## src/rtl/load_store_unit_pkg.sv

```systemverilog
// Shared core package: LSU access sizes, LSU FSM states and the
// register-file write-port select value that routes load data.
package load_store_unit_pkg;

  typedef enum logic [1:0] {
    LSU_SIZE_BYTE = 2'd0,
    LSU_SIZE_HALF = 2'd1,
    LSU_SIZE_WORD = 2'd2
  } lsu_size_e;

  typedef enum logic [1:0] {
    LSU_IDLE = 2'd0,
    LSU_REQ  = 2'd1,
    LSU_WAIT = 2'd2,
    LSU_DONE = 2'd3
  } lsu_state_e;

  // Register-file write-port A select: value 2 picks the LSU load result.
  localparam logic [1:0] RF_WP_A_SEL_LSU = 2'd2;

endpackage

```

## src/rtl/lsu_align.sv

```systemverilog
// Combinational byte-lane logic for the LSU: store byte enables and lane
// replication, misalignment detection, and load extraction with extension.
module lsu_align
  import load_store_unit_pkg::*;
(
  input  logic [1:0]  st_off_i,
  input  logic [1:0]  st_size_i,
  input  logic [31:0] st_wdata_i,
  output logic [3:0]  st_be_o,
  output logic [31:0] st_wdata_o,
  output logic        st_misaligned_o,
  input  logic [1:0]  ld_off_i,
  input  logic [1:0]  ld_size_i,
  input  logic        ld_unsigned_i,
  input  logic [31:0] ld_rdata_i,
  output logic [31:0] ld_data_o
);

  logic [31:0] ld_shifted;
  logic        ld_sign;

  always_comb begin
    st_be_o         = 4'b0000;
    st_wdata_o      = st_wdata_i;
    st_misaligned_o = 1'b0;
    case (st_size_i)
      LSU_SIZE_BYTE: begin
        st_be_o    = 4'b0001 << st_off_i;
        st_wdata_o = {4{st_wdata_i[7:0]}};
      end
      LSU_SIZE_HALF: begin
        st_be_o         = 4'b0011 << st_off_i;
        st_wdata_o      = {2{st_wdata_i[15:0]}};
        st_misaligned_o = st_off_i[0];
      end
      LSU_SIZE_WORD: begin
        st_be_o         = 4'b1111;
        st_misaligned_o = |st_off_i;
      end
      default: st_misaligned_o = 1'b1;
    endcase
  end

  always_comb begin
    ld_shifted = ld_rdata_i >> {ld_off_i, 3'b000};
    ld_sign    = 1'b0;
    ld_data_o  = ld_shifted;
    case (ld_size_i)
      LSU_SIZE_BYTE: begin
        ld_sign   = ~ld_unsigned_i & ld_shifted[7];
        ld_data_o = {{24{ld_sign}}, ld_shifted[7:0]};
      end
      LSU_SIZE_HALF: begin
        ld_sign   = ~ld_unsigned_i & ld_shifted[15];
        ld_data_o = {{16{ld_sign}}, ld_shifted[15:0]};
      end
      default: ld_data_o = ld_shifted;
    endcase
  end

endmodule

```

## src/rtl/load_store_unit.sv

```systemverilog
// Load/store unit: single-outstanding req/gnt/rvalid data-bus master that
// stalls the core while an access is in flight.
module load_store_unit
  import load_store_unit_pkg::*;
#(
  parameter int unsigned DATA_WIDTH = 32,
  parameter int unsigned ADDR_WIDTH = 32
) (
  input  logic                    clk_i,
  input  logic                    rst_ni,
  input  logic                    req_i,
  input  logic                    we_i,
  input  logic [1:0]              size_i,
  input  logic                    unsigned_i,
  input  logic [ADDR_WIDTH-1:0]   addr_i,
  input  logic [DATA_WIDTH-1:0]   wdata_i,
  output logic                    busy_o,
  output logic                    done_o,
  output logic [DATA_WIDTH-1:0]   rdata_o,
  output logic                    misaligned_o,
  output logic                    err_o,
  output logic                    data_req_o,
  input  logic                    data_gnt_i,
  output logic [ADDR_WIDTH-1:0]   data_addr_o,
  output logic                    data_we_o,
  output logic [DATA_WIDTH/8-1:0] data_be_o,
  output logic [DATA_WIDTH-1:0]   data_wdata_o,
  input  logic                    data_rvalid_i,
  input  logic [DATA_WIDTH-1:0]   data_rdata_i,
  input  logic                    data_err_i
);

  lsu_state_e state_q, state_d;

  logic [ADDR_WIDTH-3:0]   word_addr_q, word_addr_d;
  logic [1:0]              off_q, off_d;
  logic [1:0]              size_q, size_d;
  logic                    uns_q, uns_d;
  logic                    we_q, we_d;
  logic [DATA_WIDTH/8-1:0] be_q, be_d;
  logic [DATA_WIDTH-1:0]   wdata_q, wdata_d;
  logic                    data_req_q, data_req_d;
  logic                    done_q, done_d;
  logic [DATA_WIDTH-1:0]   rdata_q, rdata_d;
  logic                    mis_q, mis_d;
  logic                    err_q, err_d;

  logic [3:0]  st_be;
  logic [31:0] st_wdata;
  logic        st_misaligned;
  logic [31:0] ld_data;

  lsu_align u_align (
    .st_off_i        (addr_i[1:0]),
    .st_size_i       (size_i),
    .st_wdata_i      (wdata_i),
    .st_be_o         (st_be),
    .st_wdata_o      (st_wdata),
    .st_misaligned_o (st_misaligned),
    .ld_off_i        (off_q),
    .ld_size_i       (size_q),
    .ld_unsigned_i   (uns_q),
    .ld_rdata_i      (data_rdata_i),
    .ld_data_o       (ld_data)
  );

  always_comb begin
    state_d     = state_q;
    word_addr_d = word_addr_q;
    off_d       = off_q;
    size_d      = size_q;
    uns_d       = uns_q;
    we_d        = we_q;
    be_d        = be_q;
    wdata_d     = wdata_q;
    data_req_d  = data_req_q;
    // Completion outputs are only non-zero during the single done cycle.
    done_d      = 1'b0;
    rdata_d     = '0;
    mis_d       = 1'b0;
    err_d       = 1'b0;

    unique case (state_q)
      LSU_IDLE: begin
        if (req_i) begin
          if (st_misaligned) begin
            state_d = LSU_DONE;
            done_d  = 1'b1;
            mis_d   = 1'b1;
          end else begin
            state_d     = LSU_REQ;
            word_addr_d = addr_i[ADDR_WIDTH-1:2];
            off_d       = addr_i[1:0];
            size_d      = size_i;
            uns_d       = unsigned_i;
            we_d        = we_i;
            be_d        = st_be;
            wdata_d     = st_wdata;
            data_req_d  = 1'b1;
          end
        end
      end
      LSU_REQ: begin
        if (data_gnt_i) begin
          state_d    = LSU_WAIT;
          data_req_d = 1'b0;
        end
      end
      LSU_WAIT: begin
        if (data_rvalid_i) begin
          state_d = LSU_DONE;
          done_d  = 1'b1;
          err_d   = data_err_i;
          rdata_d = (we_q || data_err_i) ? '0 : ld_data;
        end
      end
      LSU_DONE: state_d = LSU_IDLE;
      default:  state_d = LSU_IDLE;
    endcase
  end

  always_ff @(posedge clk_i or negedge rst_ni) begin
    if (!rst_ni) begin
      state_q     <= LSU_IDLE;
      word_addr_q <= '0;
      off_q       <= '0;
      size_q      <= '0;
      uns_q       <= 1'b0;
      we_q        <= 1'b0;
      be_q        <= '0;
      wdata_q     <= '0;
      data_req_q  <= 1'b0;
      done_q      <= 1'b0;
      rdata_q     <= '0;
      mis_q       <= 1'b0;
      err_q       <= 1'b0;
    end else begin
      state_q     <= state_d;
      word_addr_q <= word_addr_d;
      off_q       <= off_d;
      size_q      <= size_d;
      uns_q       <= uns_d;
      we_q        <= we_d;
      be_q        <= be_d;
      wdata_q     <= wdata_d;
      data_req_q  <= data_req_d;
      done_q      <= done_d;
      rdata_q     <= rdata_d;
      mis_q       <= mis_d;
      err_q       <= err_d;
    end
  end

  assign busy_o = (state_q == LSU_IDLE && req_i) || state_q == LSU_REQ || state_q == LSU_WAIT;

  assign data_req_o   = data_req_q;
  assign data_addr_o  = {word_addr_q, 2'b00};
  assign data_we_o    = we_q;
  assign data_be_o    = be_q;
  assign data_wdata_o = wdata_q;
  assign done_o       = done_q;
  assign rdata_o      = rdata_q;
  assign misaligned_o = mis_q;
  assign err_o        = err_q;

endmodule

```

## config.mk

```make
export PLATFORM = sky130hd
export DESIGN_NAME = load_store_unit
export DESIGN_NICKNAME = d
export VERILOG_FILES = /design/src/rtl/load_store_unit_pkg.sv /design/src/rtl/lsu_align.sv /design/src/rtl/load_store_unit.sv
export SDC_FILE = /design/constraint.sdc
export NUM_CORES = 1
export LEC_CHECK = 0
export ABC_AREA = 1
export CORE_ASPECT_RATIO = 0.6
export CORE_UTILIZATION = 45
export CTS_CLUSTER_SIZE = 25
export DETAILED_ROUTE_END_ITERATION = 6
export GPL_ROUTABILITY_DRIVEN = 0
export HOLD_SLACK_MARGIN = 0.1
export PLACE_DENSITY_LB_ADDON = 0.08
export SYNTH_ARGS = -nofsm -noshare
export SYNTH_HDL_FRONTEND = slang
export SYNTH_SLANG_ARGS = --single-unit
export TNS_END_PERCENT = 100
```

## constraint.sdc

```tcl
create_clock -name clk_i -period 4.3 [get_ports clk_i]
set_clock_uncertainty 0.05 [all_clocks]
set_input_delay 0.645 -clock clk_i [delete_from_list [all_inputs] [get_ports clk_i]]
set_output_delay 0.645 -clock clk_i [all_outputs]
set_load 0.02 [all_outputs]
```

==> impl_results.md <==
- Status: complete, no violations
- CTS tree: yes
- CTS Hold Buffers Added: 0
- Synth top area share: 49.1%
- N_diodes: 0
- Buf/Inv on CP: 2
- Vias per cell: 4.88
- Period utilization: 63.0%
- Largest net degree at the start of global routing: 83
- Post-CTS setup buffers: 0
- Delay of the slowest critical-path stage: 0.61 ns
- Clock sink count: 110
- Grt total ovfl: 0
- CP Launch Type: input port
- Slowest CP cell: clkdlybuf4s50_1
- Clock buffer count from CTS: 9
- Drt total wl: 15.6 mm
- WP data required: 3.61 ns
- Design Area, Final: 7950 um2
- Rel. slew slack: 31.2%
- Iter 0 DRT Violations: 386
- # Max-Cap Violations: 0
- Unrepaired setup endpoints after global routing: false
- Setup-failing EPs final: 0
- Power Total: 4.83 mW
- Post-DP Area: 7660 um2
- WL per Instance: 15.0 um
- CP Capture Type: output port
- CP Class: in -> out
- Fin. max-slew vios: 0
- Fin nets: 982
- Final hold viol count: 0
- Initial antenna violation count: 0
- Post-Syn Area: 5610 um2
- Die area: 12900 um2
- First-pass iteration count of the detailed router: 5
- Core ar.: 12100 um2
- Worst-case hold slack: 0.396 ns
- Delay-heaviest family, CP: buffers and inverters
- Async SR Flop Fraction: 100%
- CTS Root Cell: clkbuf_16
- Rows: 31
- DR DRC count: 0
- HPWL Detailed: 11.3 mm
- Vias: 5094
- Top-level port count: 212
- Post-synthesis compound-gate area fraction: 4.95%
- Cell-by-cell trace of the critical path: clkdlybuf4s50_1, nand2_1, nand2_1, clkdlybuf4s50_1
- H-tree depth: 3
- Post-synthesis sequential area ratio: 49.1%
- Initial Util: 46.4%
- Die Span Y: 88.5 um
- Post-synth EDFFs: 0
- P&R area growth vs syn: 41.6%
- Remaining antenna violation count: 0
- Aggregate global-route resource usage: 24.6%
- Reg clk slew, reported paths: 0.07 ns
- Synth Register Bits: 110
- Most common cell in the netlist: nand2_1
- Worst Tran Pin Value: 1.03 ns
- Worst EP arrival: 2.01 ns
- Area leader, netlist: dfrtp_1
- Layout cells sized above 1: 8.77%
- Largest family of logic cells by synthesized area: simple AND/OR/NAND/NOR gates
- Min Clock Period, post-route: 2.71 ns
- Leak pwr: 4.25 nW
- Count of cell types in the netlist: 27
- Crit-path max FO: 3
- Layout Utilization: 65.7%
- Pwr/cell area: 608 nW/um2
- Adder and majority gate portion of the synthesized area: 0.669%
- Largest cells by area after synthesis: dfrtp_1 (49%), nand2_1 (22%), nand2_4 (8.4%), nand3_1 (4.0%), a21oi_1 (2.6%)
- Synthesized area per cell: 8.17 um2
- VDD IR-drop max: 0.000336 V
- Vias in the first global route: 4706
- Simple-Gate Fraction of Synth Area: 37.5%
- Synth Instances: 687
- Worst hold-check path type: in -> async
- Max Freq: 369 MHz
- Clk Latency, worst-skew pair: 0.34 ns
- Top cells by instance count after synthesis: nand2_1 (329), dfrtp_1 (110), nand3_1 (45), nand2_4 (42), inv_1 (30)
- Top_reg_cell synth: dfrtp_1
- Mux cell area share after synthesis: 0%
- Syn. warnings: 0
- PortBufs: 209
- XOR/XNOR Fraction of Synth Area: 0%
- Quantity of gates resized following cts: 0
- Die Width: 146 um
- CTS Buffer Depth: 2
- Fin Setup TNS: 0 ns
- First-pass GRT wire length: 24.7 mm
==> layer usage <==
metal  vias to the layer above  track usage (%)  wire, um
li1                       2495                -         -
met2                       205             35.8      6610
met3                        14             5.46      1150
met5                         -                0         0
met1                      2380             37.6      7720
met4                         0             4.83       155
==> placed cells by master (no fill, tap or decap), drive strengths merged <==
cell type / synthesis / final
nand3: 47 / 47
a21oi: 29 / 29
a21boi: 1 / 1
nand2: 373 / 373
ha: 3 / 3
dfrtp: 110 / 110
nor2: 21 / 21
nor3: 1 / 1
nand3b: 1 / 1
buf: 31 / 6
clkdlybuf4s50: 0 / 208
clkinvlp: 0 / 1
o21ai: 25 / 25
conb: 1 / 2
clkinv: 0 / 4
nand4: 1 / 1
inv: 34 / 35
clkbuf: 9 / 10
==> report_power, final <==
group / leakage (nW) / internal [mW] / switching, mW
Clock: 0.136 / 0.404 / 0.394
Sequential: 1.42 / 1.39 / 0.267
Combinational: 2.69 / 1.01 / 1.36
==> per-stage QoR <==
step / cells / setup slack, ns
global placement: 1027 / 1.52
CTS: 1043 / 1.60
global route: 1043 / 1.48
finish: 1043 / 1.59
floorplan: 688 / 2.64
detailed placement: 1027 / 1.40
==> area by class of cell <==
type,instances,area [um2]
Timing Repair Buffer,214,2140
Inverter,34,130
Clock buffer,10,229
Tap cell,165,206
Multi-Input combinational cell,504,2430
Clock inverter,6,58.8
Sequential cell,110,2750
Fill cell,1021,4160
==> cells by family (layout without fill, tap and decap cells) <==
family	Yosys count	count (layout)
simple gates	444	444
flops	110	110
buf+inv	74	264
compound gates	55	55
fa+ha+maj	3	3
other cells	1	2
==> state kept, by name, summed over array words and instances, names as in the netlist <==
| name | flops |
|---|---|
| data_wdata_o | 32 |
| state_q | 2 |
| data_be_o | 4 |
| misaligned_o | 1 |
| off_q | 2 |
| err_o | 1 |
| uns_q | 1 |
| data_req_o | 1 |
| data_we_o | 1 |
| rdata_o | 32 |
| size_q | 2 |
| word_addr_q | 30 |
| done_o | 1 |
==> path summary, 6_finish.rpt <==
check                                               end  slack (ns)                       start  cells after the start
max                                              busy_o        1.59                       req_i                      4
min                         word_addr_q[20]$_DFFE_PN0P_        0.40                      rst_ni                      1
max reg2reg                       rdata_o[20]$_DFF_PN0_        1.81        off_q[0]$_DFFE_PN0P_                      7
min reg2reg                  word_addr_q[6]$_DFFE_PN0P_        0.43  word_addr_q[6]$_DFFE_PN0P_                      2
max in group asynchronous  data_wdata_o[16]$_DFFE_PN0P_        2.80                      rst_ni                      2
min in group clk_i           word_addr_q[6]$_DFFE_PN0P_        0.43  word_addr_q[6]$_DFFE_PN0P_                      2
Note: power is estimated with default switching activity, not from simulation.
